File: src/rtl/pcpi_arbiter_if.sv
// PCPI bundles: the core-side port (one lane) and the coprocessor-side port (N lanes).
// master drives valid/insn/operands; slave returns wr/rd/wait/ready.
interface pcpi_arbiter_if;
  logic        pcpi_valid;
  logic [31:0] pcpi_insn;
  logic [31:0] pcpi_rs1;
  logic [31:0] pcpi_rs2;
  logic [31:0] pcpi_rs3;
  logic        pcpi_wr;
  logic [31:0] pcpi_rd;
  logic        pcpi_wait;
  logic        pcpi_ready;

  modport master (
    output pcpi_valid, pcpi_insn,
    output pcpi_rs1, pcpi_rs2, pcpi_rs3,
    input  pcpi_wr, pcpi_rd,
    input  pcpi_wait, pcpi_ready
  );

  modport slave (
    input  pcpi_valid, pcpi_insn,
    input  pcpi_rs1, pcpi_rs2, pcpi_rs3,
    output pcpi_wr, pcpi_rd,
    output pcpi_wait, pcpi_ready
  );
endinterface

interface pcpi_arbiter_cop_if #(
  parameter int N = 3
);
  logic [N-1:0]    pcpi_valid;
  logic [31:0]     pcpi_insn;
  logic [31:0]     pcpi_rs1;
  logic [31:0]     pcpi_rs2;
  logic [31:0]     pcpi_rs3;
  logic [N-1:0]    pcpi_wr;
  logic [32*N-1:0] pcpi_rd;
  logic [N-1:0]    pcpi_wait;
  logic [N-1:0]    pcpi_ready;

  modport master (
    output pcpi_valid, pcpi_insn,
    output pcpi_rs1, pcpi_rs2, pcpi_rs3,
    input  pcpi_wr, pcpi_rd,
    input  pcpi_wait, pcpi_ready
  );

  modport slave (
    input  pcpi_valid, pcpi_insn,
    input  pcpi_rs1, pcpi_rs2, pcpi_rs3,
    output pcpi_wr, pcpi_rd,
    output pcpi_wait, pcpi_ready
  );
endinterface

File: src/rtl/pcpi_arbiter.sv
// pcpi_arbiter: shares one PCPI core port among NCOP coprocessors.
// Ports: clk, reset (sync, active-high); m = core side (slave modport);
// s = coprocessor side (master modport, NCOP lanes, rd slice i = [32*i+31:32*i]);
// unclaimed/conflict/hung = one-cycle flag pulses; grant_idx = last winner.
module pcpi_arbiter #(
  parameter int NCOP          = 3,
  parameter int CLAIM_TIMEOUT = 4,
  parameter int BUSY_TIMEOUT  = 64
) (
  input  logic               clk,
  input  logic               reset,
  pcpi_arbiter_if.slave      m,
  pcpi_arbiter_cop_if.master s,
  output logic               unclaimed,
  output logic               conflict,
  output logic               hung,
  output logic [2:0]         grant_idx
);

  localparam int CW = $clog2(CLAIM_TIMEOUT + 1);
  localparam int BW = $clog2(BUSY_TIMEOUT + 1);
  localparam logic [CW-1:0] CMAX = CW'(CLAIM_TIMEOUT);
  localparam logic [BW-1:0] BMAX = BW'(BUSY_TIMEOUT);

  typedef enum logic [1:0] {
    IDLE,
    OFFER,
    LOCKED,
    DONE
  } state_t;

  state_t state;

  logic [CW-1:0]   claim_cnt;
  logic [BW-1:0]   busy_cnt;
  logic [CW-1:0]   claim_base;
  logic [CW-1:0]   claim_inc;
  logic [BW-1:0]   busy_inc;

  logic [NCOP-1:0] claims;
  logic            any_claim;
  logic            multi;
  logic [2:0]      win;

  logic            req;
  logic            offering;
  logic            claim_hit;
  logic            locked_act;
  logic            slot_act;
  logic [2:0]      sel;

  logic            sel_wait;
  logic            sel_ready;
  logic            sel_wr;
  logic [31:0]     sel_rd;
  logic [NCOP-1:0] s_valid;

  assign s.pcpi_insn = m.pcpi_insn;
  assign s.pcpi_rs1  = m.pcpi_rs1;
  assign s.pcpi_rs2  = m.pcpi_rs2;
  assign s.pcpi_rs3  = m.pcpi_rs3;

  assign req       = m.pcpi_valid;
  assign claims    = s.pcpi_wait | s.pcpi_ready;
  assign any_claim = |claims;
  // more than one bit set: clearing the lowest set bit leaves something
  assign multi     = |(claims & (claims - NCOP'(1)));

  always_comb begin
    win = '0;
    for (int i = NCOP - 1; i >= 0; i--) begin
      if (claims[i]) win = 3'(i);
    end
  end

  assign offering   = req && (state == IDLE || state == OFFER);
  assign claim_hit  = offering && any_claim;
  assign locked_act = req && (state == LOCKED);
  assign slot_act   = claim_hit || locked_act;
  // in the claim cycle the fresh winner is routed before grant_idx updates
  assign sel        = claim_hit ? win : grant_idx;

  always_comb begin
    sel_wait  = 1'b0;
    sel_ready = 1'b0;
    sel_wr    = 1'b0;
    sel_rd    = '0;
    for (int i = 0; i < NCOP; i++) begin
      if (sel == 3'(i)) begin
        sel_wait  = s.pcpi_wait[i];
        sel_ready = s.pcpi_ready[i];
        sel_wr    = s.pcpi_wr[i];
        sel_rd    = s.pcpi_rd[32*i +: 32];
      end
    end
  end

  always_comb begin
    s_valid = '0;
    if (offering) begin
      s_valid = '1;
    end else if (locked_act) begin
      for (int i = 0; i < NCOP; i++) begin
        s_valid[i] = (grant_idx == 3'(i));
      end
    end
  end

  assign s.pcpi_valid = s_valid;
  assign m.pcpi_wait  = slot_act & sel_wait;
  assign m.pcpi_ready = slot_act & sel_ready;
  assign m.pcpi_wr    = slot_act & sel_wr;
  assign m.pcpi_rd    = slot_act ? sel_rd : '0;

  // IDLE starts a fresh count, so the first offer cycle counts as 1
  assign claim_base = (state == IDLE) ? '0 : claim_cnt;
  assign claim_inc  = (claim_base == CMAX) ? CMAX
                                           : claim_base + CW'(1);
  assign busy_inc   = (busy_cnt == BMAX) ? BMAX
                                         : busy_cnt + BW'(1);

  always_ff @(posedge clk) begin
    if (reset) begin
      state     <= IDLE;
      grant_idx <= '0;
      claim_cnt <= '0;
      busy_cnt  <= '0;
      unclaimed <= 1'b0;
      conflict  <= 1'b0;
      hung      <= 1'b0;
    end else begin
      unclaimed <= 1'b0;
      conflict  <= 1'b0;
      hung      <= 1'b0;
      unique case (state)
        IDLE, OFFER: begin
          if (!req) begin
            state     <= IDLE;
            claim_cnt <= '0;
          end else if (any_claim) begin
            grant_idx <= win;
            conflict  <= multi;
            claim_cnt <= '0;
            busy_cnt  <= '0;
            state     <= sel_ready ? DONE : LOCKED;
          end else if (int'(claim_inc) >= CLAIM_TIMEOUT) begin
            claim_cnt <= claim_inc;
            unclaimed <= 1'b1;
            state     <= DONE;
          end else begin
            claim_cnt <= claim_inc;
            state     <= OFFER;
          end
        end
        LOCKED: begin
          if (!req) begin
            state <= IDLE;
          end else if (sel_ready) begin
            state <= DONE;
          end else if (int'(busy_inc) >= BUSY_TIMEOUT) begin
            busy_cnt <= busy_inc;
            hung     <= 1'b1;
            state    <= DONE;
          end else begin
            busy_cnt <= busy_inc;
          end
        end
        DONE: begin
          if (!req) state <= IDLE;
        end
        default: state <= IDLE;
      endcase
    end
  end

endmodule

File: src/flat_wrapper.sv
// flat-port wrapper written by rule: the top's interface ports become plain ports
module pcpi_arbiter_flat 
#(
  parameter int NCOP          = 3,
  parameter int CLAIM_TIMEOUT = 4,
  parameter int BUSY_TIMEOUT  = 64
)
  (clk, reset, unclaimed, conflict, hung, grant_idx, m_pcpi_valid, m_pcpi_insn, m_pcpi_rs1, m_pcpi_rs2, m_pcpi_rs3, m_pcpi_wr, m_pcpi_rd, m_pcpi_wait, m_pcpi_ready, s_pcpi_valid, s_pcpi_insn, s_pcpi_rs1, s_pcpi_rs2, s_pcpi_rs3, s_pcpi_wr, s_pcpi_rd, s_pcpi_wait, s_pcpi_ready);
  pcpi_arbiter_if m_i ();
  pcpi_arbiter_cop_if #(.N(NCOP)) s_i ();
  input  logic clk;
  input  logic reset;
  output logic unclaimed;
  output logic conflict;
  output logic hung;
  output logic [2:0] grant_idx;
  input wire logic [$bits(m_i.pcpi_valid)-1:0] m_pcpi_valid;
  input wire logic [$bits(m_i.pcpi_insn)-1:0] m_pcpi_insn;
  input wire logic [$bits(m_i.pcpi_rs1)-1:0] m_pcpi_rs1;
  input wire logic [$bits(m_i.pcpi_rs2)-1:0] m_pcpi_rs2;
  input wire logic [$bits(m_i.pcpi_rs3)-1:0] m_pcpi_rs3;
  output wire logic [$bits(m_i.pcpi_wr)-1:0] m_pcpi_wr;
  output wire logic [$bits(m_i.pcpi_rd)-1:0] m_pcpi_rd;
  output wire logic [$bits(m_i.pcpi_wait)-1:0] m_pcpi_wait;
  output wire logic [$bits(m_i.pcpi_ready)-1:0] m_pcpi_ready;
  output wire logic [$bits(s_i.pcpi_valid)-1:0] s_pcpi_valid;
  output wire logic [$bits(s_i.pcpi_insn)-1:0] s_pcpi_insn;
  output wire logic [$bits(s_i.pcpi_rs1)-1:0] s_pcpi_rs1;
  output wire logic [$bits(s_i.pcpi_rs2)-1:0] s_pcpi_rs2;
  output wire logic [$bits(s_i.pcpi_rs3)-1:0] s_pcpi_rs3;
  input wire logic [$bits(s_i.pcpi_wr)-1:0] s_pcpi_wr;
  input wire logic [$bits(s_i.pcpi_rd)-1:0] s_pcpi_rd;
  input wire logic [$bits(s_i.pcpi_wait)-1:0] s_pcpi_wait;
  input wire logic [$bits(s_i.pcpi_ready)-1:0] s_pcpi_ready;
  assign m_i.pcpi_valid = m_pcpi_valid;
  assign m_i.pcpi_insn = m_pcpi_insn;
  assign m_i.pcpi_rs1 = m_pcpi_rs1;
  assign m_i.pcpi_rs2 = m_pcpi_rs2;
  assign m_i.pcpi_rs3 = m_pcpi_rs3;
  assign m_pcpi_wr = m_i.pcpi_wr;
  assign m_pcpi_rd = m_i.pcpi_rd;
  assign m_pcpi_wait = m_i.pcpi_wait;
  assign m_pcpi_ready = m_i.pcpi_ready;
  assign s_pcpi_valid = s_i.pcpi_valid;
  assign s_pcpi_insn = s_i.pcpi_insn;
  assign s_pcpi_rs1 = s_i.pcpi_rs1;
  assign s_pcpi_rs2 = s_i.pcpi_rs2;
  assign s_pcpi_rs3 = s_i.pcpi_rs3;
  assign s_i.pcpi_wr = s_pcpi_wr;
  assign s_i.pcpi_rd = s_pcpi_rd;
  assign s_i.pcpi_wait = s_pcpi_wait;
  assign s_i.pcpi_ready = s_pcpi_ready;
  pcpi_arbiter #(.NCOP(NCOP), .CLAIM_TIMEOUT(CLAIM_TIMEOUT), .BUSY_TIMEOUT(BUSY_TIMEOUT)) u_core (.clk(clk), .reset(reset), .m(m_i), .s(s_i), .unclaimed(unclaimed), .conflict(conflict), .hung(hung), .grant_idx(grant_idx));
endmodule
File: config.mk
export PLATFORM = sky130hd
export DESIGN_NAME = pcpi_arbiter_flat
export DESIGN_NICKNAME = d
export VERILOG_FILES = /design/src/rtl/pcpi_arbiter_if.sv /design/src/rtl/pcpi_arbiter.sv /design/src/flat_wrapper.sv
export SDC_FILE = /design/constraint.sdc
export NUM_CORES = 1
export LEC_CHECK = 0
export ABC_AREA = 0
export CAP_MARGIN = 15
export CORE_AREA = 4 4 158 160
export DETAILED_ROUTE_END_ITERATION = 10
export DIE_AREA = 0 0 162 164
export PLACE_DENSITY = 0.52
export SLEW_MARGIN = 40
export SYNTH_ARGS = -nofsm -noshare
export SYNTH_HDL_FRONTEND = slang
export SYNTH_SLANG_ARGS = --single-unit
File: constraint.sdc
create_clock -name clk -period 3 [get_ports clk]
set_input_delay 0.6 -clock clk [delete_from_list [all_inputs] [get_ports clk]]
set_output_delay 0.6 -clock clk [all_outputs]
set_load 0.05 [all_outputs]
# Word-level counts from Yosys, hierarchy flattened
# Cells that the tools add are included.
[op_classes] n_lt_le_gt_ge=2 reduce_logical=18 addsub=3 eq_ne=15 bitwise=9 mux=40
[op_table] operator="two-way mux 32 bit" n=4
[op_table] operator="two-way mux 7 bit" n=5
[op_table] operator="two-way mux 3 bit" n=7
[op_table] operator="two-way mux 2 bit" n=10
[op_table] operator="one-hot mux 7 bit (2 select lines)" n=1
[op_table] operator="two-way mux 1 bit" n=12
[op_table] operator="!= test 2 bit, second input constant" n=4
[op_table] operator="OR reduction 4 bit" n=2
[op_table] operator="adder 7 x 1 -> 7 bit, second input constant" n=1
[op_table] operator="== test 7 bit, second input constant" n=1
[op_table] operator=">= comparator 7 bit, second input constant" n=1
[op_table] operator="== test 3 x 1 -> 1 bit, second input constant" n=2
[op_table] operator="== test 3 x 2 -> 1 bit, second input constant" n=2
[op_table] operator="logical NOT 3 bit" n=2
[op_table] operator="one-hot mux 2 bit (3 select lines)" n=1
[op_table] operator="OR reduction 3 bit" n=2
[op_table] operator="OR reduction 6 bit" n=1
[op_table] operator="AND reduction 5 bit" n=1
[op_table] operator="== test 2 bit, second input constant" n=2
[op_table] operator="!= test 4 x 3 -> 1 bit, second input constant" n=1
[op_table] operator="inverter 1 bit" n=4
[op_table] operator="adder 3 x 1 -> 3 bit, second input constant" n=1
[op_table] operator="bitwise AND 1 bit" n=3
[op_table] operator="bitwise AND 3 bit" n=1
[op_table] operator="13 further kinds" n=16
[totals] input_bits=236 word_cells=94 ff_bits=18 output_inout_bits=172

# Longest topological paths before layout
# Gate-level depths: netlist (run 1).
[depth] ltp_word=13 ltp_mapped=8 ltp_nobuf=8

# Worst setup path after synthesis (run 1)
# No wires, ideal clock.
[synth_path] path_kind="input to output" startpoint="input port s_pcpi_ready[1]" endpoint="output port m_pcpi_rd[0]" path_stages=6 slack_ps=-210 arrival_time_ps=2610 path_buffers=1 cell_sequence="nor4_4 -> o22ai_1 -> nor2_1 -> clkbuf_1 -> a22oi_1 -> nor2_1"
[synth_between] elab_chain_len=9
[synth_rtl] element="start: declaration" line_no="flat_wrapper.sv:34" source="input wire logic [$bits(s_i.pcpi_ready)-1:0] s_pcpi_ready;"
[synth_rtl] element="bitwise OR 3 bit *" line_no="pcpi_arbiter.sv:64" source="assign claims = s.pcpi_wait | s.pcpi_ready;"
[synth_rtl] element="two-way mux 2 bit / OR reduction 3 bit (equally long branches)" line_no="pcpi_arbiter.sv:72, pcpi_arbiter.sv:65"
[synth_rtl] element="two-way mux 2 bit / logical AND 1 bit (equally long branches)" line_no="pcpi_arbiter.sv:72, pcpi_arbiter.sv:77"
[synth_rtl] element="two-way mux 3 bit" line_no="pcpi_arbiter.sv:81" source="assign sel = claim_hit ? win : grant_idx;"
[synth_rtl] element="logical NOT 3 bit" line_no="pcpi_arbiter.sv:89" source="if (sel == 3'(i)) begin"
[synth_rtl] element="two-way mux 32 bit (3 in series)" line_no="pcpi_arbiter.sv:89"
[synth_rtl] element="two-way mux 32 bit *" line_no="pcpi_arbiter.sv:113" source="assign m.pcpi_rd = slot_act ? sel_rd : '0;"
[synth_rtl] element="end: declaration" line_no="flat_wrapper.sv:23" source="output wire logic [$bits(m_i.pcpi_rd)-1:0] m_pcpi_rd;"
# Every way passes the cells marked *; elsewhere a longest branch is shown, timed or not.

# Worst setup path after layout (run 1)
[layout_path] startpoint="input port s_pcpi_wait[0]" endpoint="output port m_pcpi_wr"
[layout_between] elab_chain_len=9
[layout_rtl] element="start: declaration" line_no="flat_wrapper.sv:33" source="input wire logic [$bits(s_i.pcpi_wait)-1:0] s_pcpi_wait;"
[layout_rtl] element="bitwise OR 3 bit *" line_no="pcpi_arbiter.sv:64"
[layout_rtl] element="OR reduction 3 bit" line_no="pcpi_arbiter.sv:65" source="assign any_claim = |claims;"
[layout_rtl] element="logical AND 1 bit" line_no="pcpi_arbiter.sv:77" source="assign claim_hit = offering && any_claim;"
[layout_rtl] element="two-way mux 3 bit" line_no="pcpi_arbiter.sv:81"
[layout_rtl] element="logical NOT 3 bit" line_no="pcpi_arbiter.sv:89"
[layout_rtl] element="two-way mux 1 bit (3 in series)" line_no="pcpi_arbiter.sv:89"
[layout_rtl] element="bitwise AND 1 bit *" line_no="pcpi_arbiter.sv:112" source="assign m.pcpi_wr = slot_act & sel_wr;"
[layout_rtl] element="end: declaration" line_no="flat_wrapper.sv:22" source="output wire logic [$bits(m_i.pcpi_wr)-1:0] m_pcpi_wr;"
# Marks and branches as above.

==> results of run 1 <==
[layer usage]
metal	global-route usage	routed length, µm
met5	0	0
met3	0.0627	2050
met4	0.00846	91
met2	0.161	6630
met1	0.0957	4710
[cells by family (layout without fill, tap and decap cells)]
logic type	Yosys count	count (layout)	synth area share
compound gates	70	70	0.183
simple gates	92	92	0.162
flops	17	17	0.119
buf+inv	153	211	0.376
other cells	1	1	0.00132
fa+ha+maj	4	4	0.0176
mux	35	35	0.138
xor+xnor	1	1	0.00307
[registers in the layout (all words and copies together) (netlist names)]
register / count
u_core.busy_cnt: 7
u_core.claim_cnt: 3
u_core.grant_idx: 2
u_core.state: 2
u_core.conflict: 1
u_core.hung: 1
u_core.unclaimed: 1
[timing repair]
| item | CTS | global route |
|---|---|---|
| pin swaps | 23 | 31 |
| endpoints found under the hold margin | 0 | 0 |
| cloned | 4 | 1 |
| setup endpoints to repair | 35 | 34 |
| gates resized for setup | 119 | 11 |
| buffers inserted | 10 | 3 |
[critical path, stage by stage]
cell     delay (ns)
buf_8          0.10
buf_6          0.10
or4_4          0.53
o21ai_4        0.09
buf_12         0.14
buf_12         0.12
buf_16         0.13
mux2_4         0.30
a22oi_2        0.18
nor2_2         0.09
buf_12         0.15
[final cells by class]
cell class | count | area share
sequential | 17 | 0.0657
clock buffer | 3 | 0.0145
clock inverter | 1 | 0.000966
tap | 319 | 0.0770
multi-input combinational | 203 | 0.363
inverter | 8 | 0.00580
timing repair buffer | 199 | 0.473
[path summary, 6_finish.rpt]
check | endpoint | slack, ns
worst min register to register | u_core.busy_cnt[6] | 0.50
worst min-delay path | u_core.busy_cnt[6] | 0.50
worst max register to register | u_core.busy_cnt[3] | 0.87
worst max-delay path | m_pcpi_wr | -0.13
[power breakdown]
group	internal (mW)	leakage [nW]	total, mW	switching, mW
registers	0.230	0.138	0.236	0.00577
clock network	0.178	0.0409	0.267	0.0883
logic	0.519	1.82	0.978	0.459
[metrics by stage]
step / cell area, µm² / hold WS (ns) / setup TNS (ns)
after floorplan: 2930 / 0.459 / 0
after global placement: 4430 / 0.492 / -27.76
after detailed placement: 4440 / 0.498 / -20.86
after CTS: 5110 / 0.503 / -2.88
after global routing: 5180 / 0.518 / -3.88
final: 5180 / 0.502 / -2.04
[cells in the final DEF (no fill, tap or decap), types with 4 or more instances in the layout]
| cell | instances |
|---|---|
| nand2_1 | 6 |
| buf_12 | 44 |
| clkbuf_16 | 4 |
| buf_16 | 4 |
| buf_4 | 31 |
| nor2_1 | 12 |
| nor2_2 | 35 |
| inv_1 | 8 |
| a22oi_2 | 34 |
| o21ai_1 | 5 |
| o31ai_1 | 6 |
| clkdlybuf4s50_1 | 105 |
| dfxtp_1 | 17 |
| buf_6 | 7 |
| o21ai_0 | 4 |
| nand3_1 | 8 |
| mux2_4 | 33 |
| ha_1 | 4 |
==> flow_summary.json, run 1 <==
{
  "status": "finished with violations",
  "violations": "negative setup slack",
  "ys_ff_latch": 17,
  "worstSetupPathType": "in2out",
  "vias": 2783,
  "synth_edf_count": 0,
  "cp.required_ns": 2.40,
  "max_cap_viol_count": 0,
  "layout-drive-gt1-share": 0.494,
  "grt_pass1_vias": 2964,
  "seq_area_um2": 340,
  "r2r_cells": 8,
  "fillers": 2620,
  "cp-start-kind": "input pin",
  "grt_max_degree": 36,
  "port_buffers": 150,
  "cts_buffers": 3,
  "place_inst": 730,
  "arrival_ns": 2.53,
  "r2r_start": "u_core.busy_cnt[1]",
  "fp.dieW_um": 162,
  "rsz0062_at_grt": "yes",
  "place.gp.congestion": 0.733,
  "start_util": 0.122,
  "p_leak_nw": 2.00,
  "ir_drop_mv": 0.155,
  "synth.distinct_cells": 45,
  "clkSlewWorstSetupHoldPaths_ns": 0.05,
  "antenna_found_initial": 0,
  "routed_wl_um": 13500,
  "synth.avg_cell_area_um2": 7.64,
  "netlist.area_leader.share": 0.348,
  "setup_ws_ns": -0.131,
  "syn-instance-count": 373,
  "drc": 0,
  "wl_per_cell_um": 18.0,
  "final_core_util": 0.221,
  "power_density_nw_per_um2": 286,
  "dieArea_um2": 26600,
  "fp.dieH_um": 164,
  "multi_input_area_um2": 1880,
  "min_from": "u_core.busy_cnt[6]",
  "drtPass1Iterations": 4,
  "fin_crit_sh": 1.04,
  "io-pin-count": 408,
  "clock-sinks": 17,
  "hold_violations": 0,
  "clkLatencyLatePin_ns": 0.25,
  "drv_slew": 0,
  "yosys_warnings": 0,
  "ys_top_cells_by_area": "buf_4, mux2_1, dfxtp_1",
  "ant_nets": 0,
  "hold_class": "reg2reg",
  "cts_tree": "built",
  "syn-num-nets": 613,
  "cp_max_fo": 5,
  "clock.fmax_mhz": 319,
  "power_mw": 1.48,
  "placementRows": 56,
  "cts_hold_buf": 0,
  "ctsHtreeMaxLevel": 1,
  "yosys-top-cells-count": "buf_4, nor2_1, a22oi_1",
  "design.core.area_um2": 23400,
  "clk_path_buf_depth": 2,
  "avgViaCountPerCell": 3.71,
  "yosysMostFrequentCell": "buf_4",
  "ys.flop_type": "dfxtp_1",
  "setup_viol": 33,
  "crit_path_end_kind": "output pin",
  "syn_to_final_growth_pct": 81.7,
  "num-nets-final": 672,
  "syn_area_um2": 2850,
  "fin_cells": 750,
  "place_ws_ns": -0.687,
  "crit_start": "s_pcpi_wait[0]",
  "grt_first_pass_wirelength_um": 18600,
  "clockRootBuffer": "clkbuf_16",
  "drt_first_iter_violations": 79,
  "worst_pin_slew_ns": 0.516,
  "yosys.area.top_type": "buf_4",
  "hold_depth": 2,
  "relSlewSlack": 0.655,
  "hpwl_um": 10300,
  "ys_seq_area_frac": 0.119,
  "fin_worst_skew_ns": 0.00172,
  "grt_use_total": 0.0923,
  "grt_overflow_total": 0,
  "async_flop_share": 0,
  "n_antenna_cell": 0,
  "fin_crit_ns": 3.13
}
Note: power is estimated with default switching activity, not from simulation.
==> inputs of run 2 (changes only) <==
--- a/config.mk
+++ b/config.mk
@@ -8,10 +8,10 @@
 export ABC_AREA = 0
 export CAP_MARGIN = 15
 export CORE_AREA = 4 4 158 160
+export CTS_CLUSTER_SIZE = 28
 export DETAILED_ROUTE_END_ITERATION = 10
 export DIE_AREA = 0 0 162 164
 export PLACE_DENSITY = 0.52
-export SLEW_MARGIN = 40
 export SYNTH_ARGS = -nofsm -noshare
 export SYNTH_HDL_FRONTEND = slang
 export SYNTH_SLANG_ARGS = --single-unit
==> flow_summary.json, run 2 (same netlist as run 1, synthesis figures left out) <==
{
  "status": "finished with violations",
  "violations": "negative setup slack",
  "clkSlewWorstSetupHoldPaths_ns": 0.05,
  "routed_wl_um": 14300,
  "grt_overflow_total": 0,
  "power_mw": 1.49,
  "setup_ws_ns": -0.129,
  "p_int_uw": 936,
  "fin_worst_skew_ns": 0.00595,
  "cp_max_fo": 5,
  "hold_class": "reg2reg",
  "clk_path_buf_depth": 2,
  "p_comb_frac": 0.665,
  "fin_area_um2": 5230,
  "final_core_util": 0.223,
  "r2r_start": "u_core.state[1]",
  "reg.largest.list": "u_core.busy_cnt: 7 flops, u_core.claim_cnt: 3 flops",
  "io-pin-count": 408,
  "p_seq_frac": 0.158,
  "clockRootBuffer": "clkbuf_16",
  "use_met1": 0.103,
  "grt_use_total": 0.0974,
  "cts_buffers": 3,
  "fin_crit_ns": 3.13,
  "cp.required_ns": 2.40,
  "worst_pin_slew_ns": 0.516,
  "drtPass1Iterations": 4,
  "placed_cell_area_um2": 4430,
  "drv_slew": 0,
  "design.core.area_um2": 23400,
  "place_ws_ns": -0.828,
  "layout-drive-gt1-share": 0.498,
  "vias": 2799,
  "grt_pass1_vias": 2999,
  "use_met3": 0.0650,
  "p_leak_nw": 2.02,
  "antenna_found_initial": 0,
  "hold_violations": 0,
  "clock.fmax_mhz": 320,
  "rsz0062_at_grt": "yes",
  "place.gp.congestion": 0.733,
  "relSlewSlack": 0.655,
  "crit_path_end_kind": "output pin",
  "dieArea_um2": 26600,
  "regMostFlops": "u_core.busy_cnt",
  "start_util": 0.122,
  "worstSetupPathType": "in2out",
  "fin_tns_setup_ns": -2.65,
  "largest_reg_flops": 7,
  "final_common_cell": "clkdlybuf4s50_1",
  "port_buffers": 150,
  "wl_per_cell_um": 19.0,
  "setup_viol": 34,
  "grt-busiest-layer": "met2",
  "cp-start-kind": "input pin",
  "cts_hold_buf": 0,
  "global_route.usage.met2": 0.168,
  "hpwl_um": 10200,
  "syn_to_final_growth_pct": 83.2,
  "final_cell_mix": "clkdlybuf4s50_1, buf_12, nor2_2, a22oi_2, mux2_4",
  "power_density_nw_per_um2": 286,
  "clock-sinks": 17,
  "grt_max_degree": 36,
  "placementRows": 56,
  "n_antenna_cell": 0,
  "avgViaCountPerCell": 3.72,
  "crit_start": "s_pcpi_ready[1]",
  "ir_drop_mv": 0.164,
  "min_from": "u_core.claim_cnt[1]",
  "clkLatencyLatePin_ns": 0.25,
  "clock_power_share": 0.177,
  "cts_tree": "built",
  "max_cap_viol_count": 0,
  "drt_first_iter_violations": 103,
  "p_switching_uw": 559,
  "drc": 0,
  "fp.dieW_um": 162,
  "ant_nets": 0,
  "fin_crit_sh": 1.04,
  "num-nets-final": 675,
  "grt_first_pass_wirelength_um": 19300,
  "ctsHtreeMaxLevel": 1,
  "arrival_ns": 2.53,
  "fp.dieH_um": 164,
  "switching_share": 0.374
}
-- run 2: worst max-delay path: stages --
cell     delay, ns
buf_8         0.10
buf_6         0.11
nor4_4        0.32
a21oi_2       0.13
o21ai_4       0.16
buf_12        0.13
buf_12        0.12
buf_12        0.13
mux2_4        0.33
a22oi_2       0.16
nor2_2        0.08
buf_12        0.15
-- run 2: area by class of cell --
type / instances / area, µm²
tap: 319 / 399
fill: 2589 / 18200
multi-input combinational: 204 / 1880
clock buffer: 4 / 78.8
inverter: 8 / 30.0
sequential: 17 / 340
timing repair buffer: 201 / 2500
-- run 2: metal layers --
metal	part of all wire	routed length, µm	vias to the layer above
li1	-	-	1296
met5	0	0	-
met2	0.48	6880	199
met4	0.0067	95	0
met1	0.36	5180	1288
met3	0.15	2120	16
-- run 2: worst paths after layout --
kind                         endpoint  slack, ns  cells after the start
hold / removal    u_core.claim_cnt[1]       0.50                      2
setup / recovery        m_pcpi_rd[31]      -0.13                     12
hold reg to reg   u_core.claim_cnt[1]       0.50                      2
setup reg to reg   u_core.busy_cnt[3]       0.70                     11
-- run 2: power groups by stage --
stage / Sequential, mW / Clock [mW] / Combinational [mW]
global route: 0.237 / 0.284 / 1.05
finish: 0.236 / 0.264 / 0.994
detailed placement: 0.241 / 0 / 0.820
CTS: 0.236 / 0.274 / 0.992
floorplan: 0.245 / 0 / 0.820
global placement: 0.241 / 0 / 0.819
-- run 2: what timing repair did --
action | 4_1_cts | 5_1_grt
gates resized for setup | 119 | 13
gates cloned | 6 | 2
pin swaps | 27 | 38
setup endpoints to repair | 35 | 35
buffers inserted | 12 | 1
-- run 2: per-stage QoR --
stage | hold slack (ns) | std cells
after floorplan | 0.459 | 373
after global placement | 0.492 | 729
after detailed placement | 0.498 | 729
after CTS | 0.504 | 751
after global routing | 0.529 | 753
final | 0.504 | 753
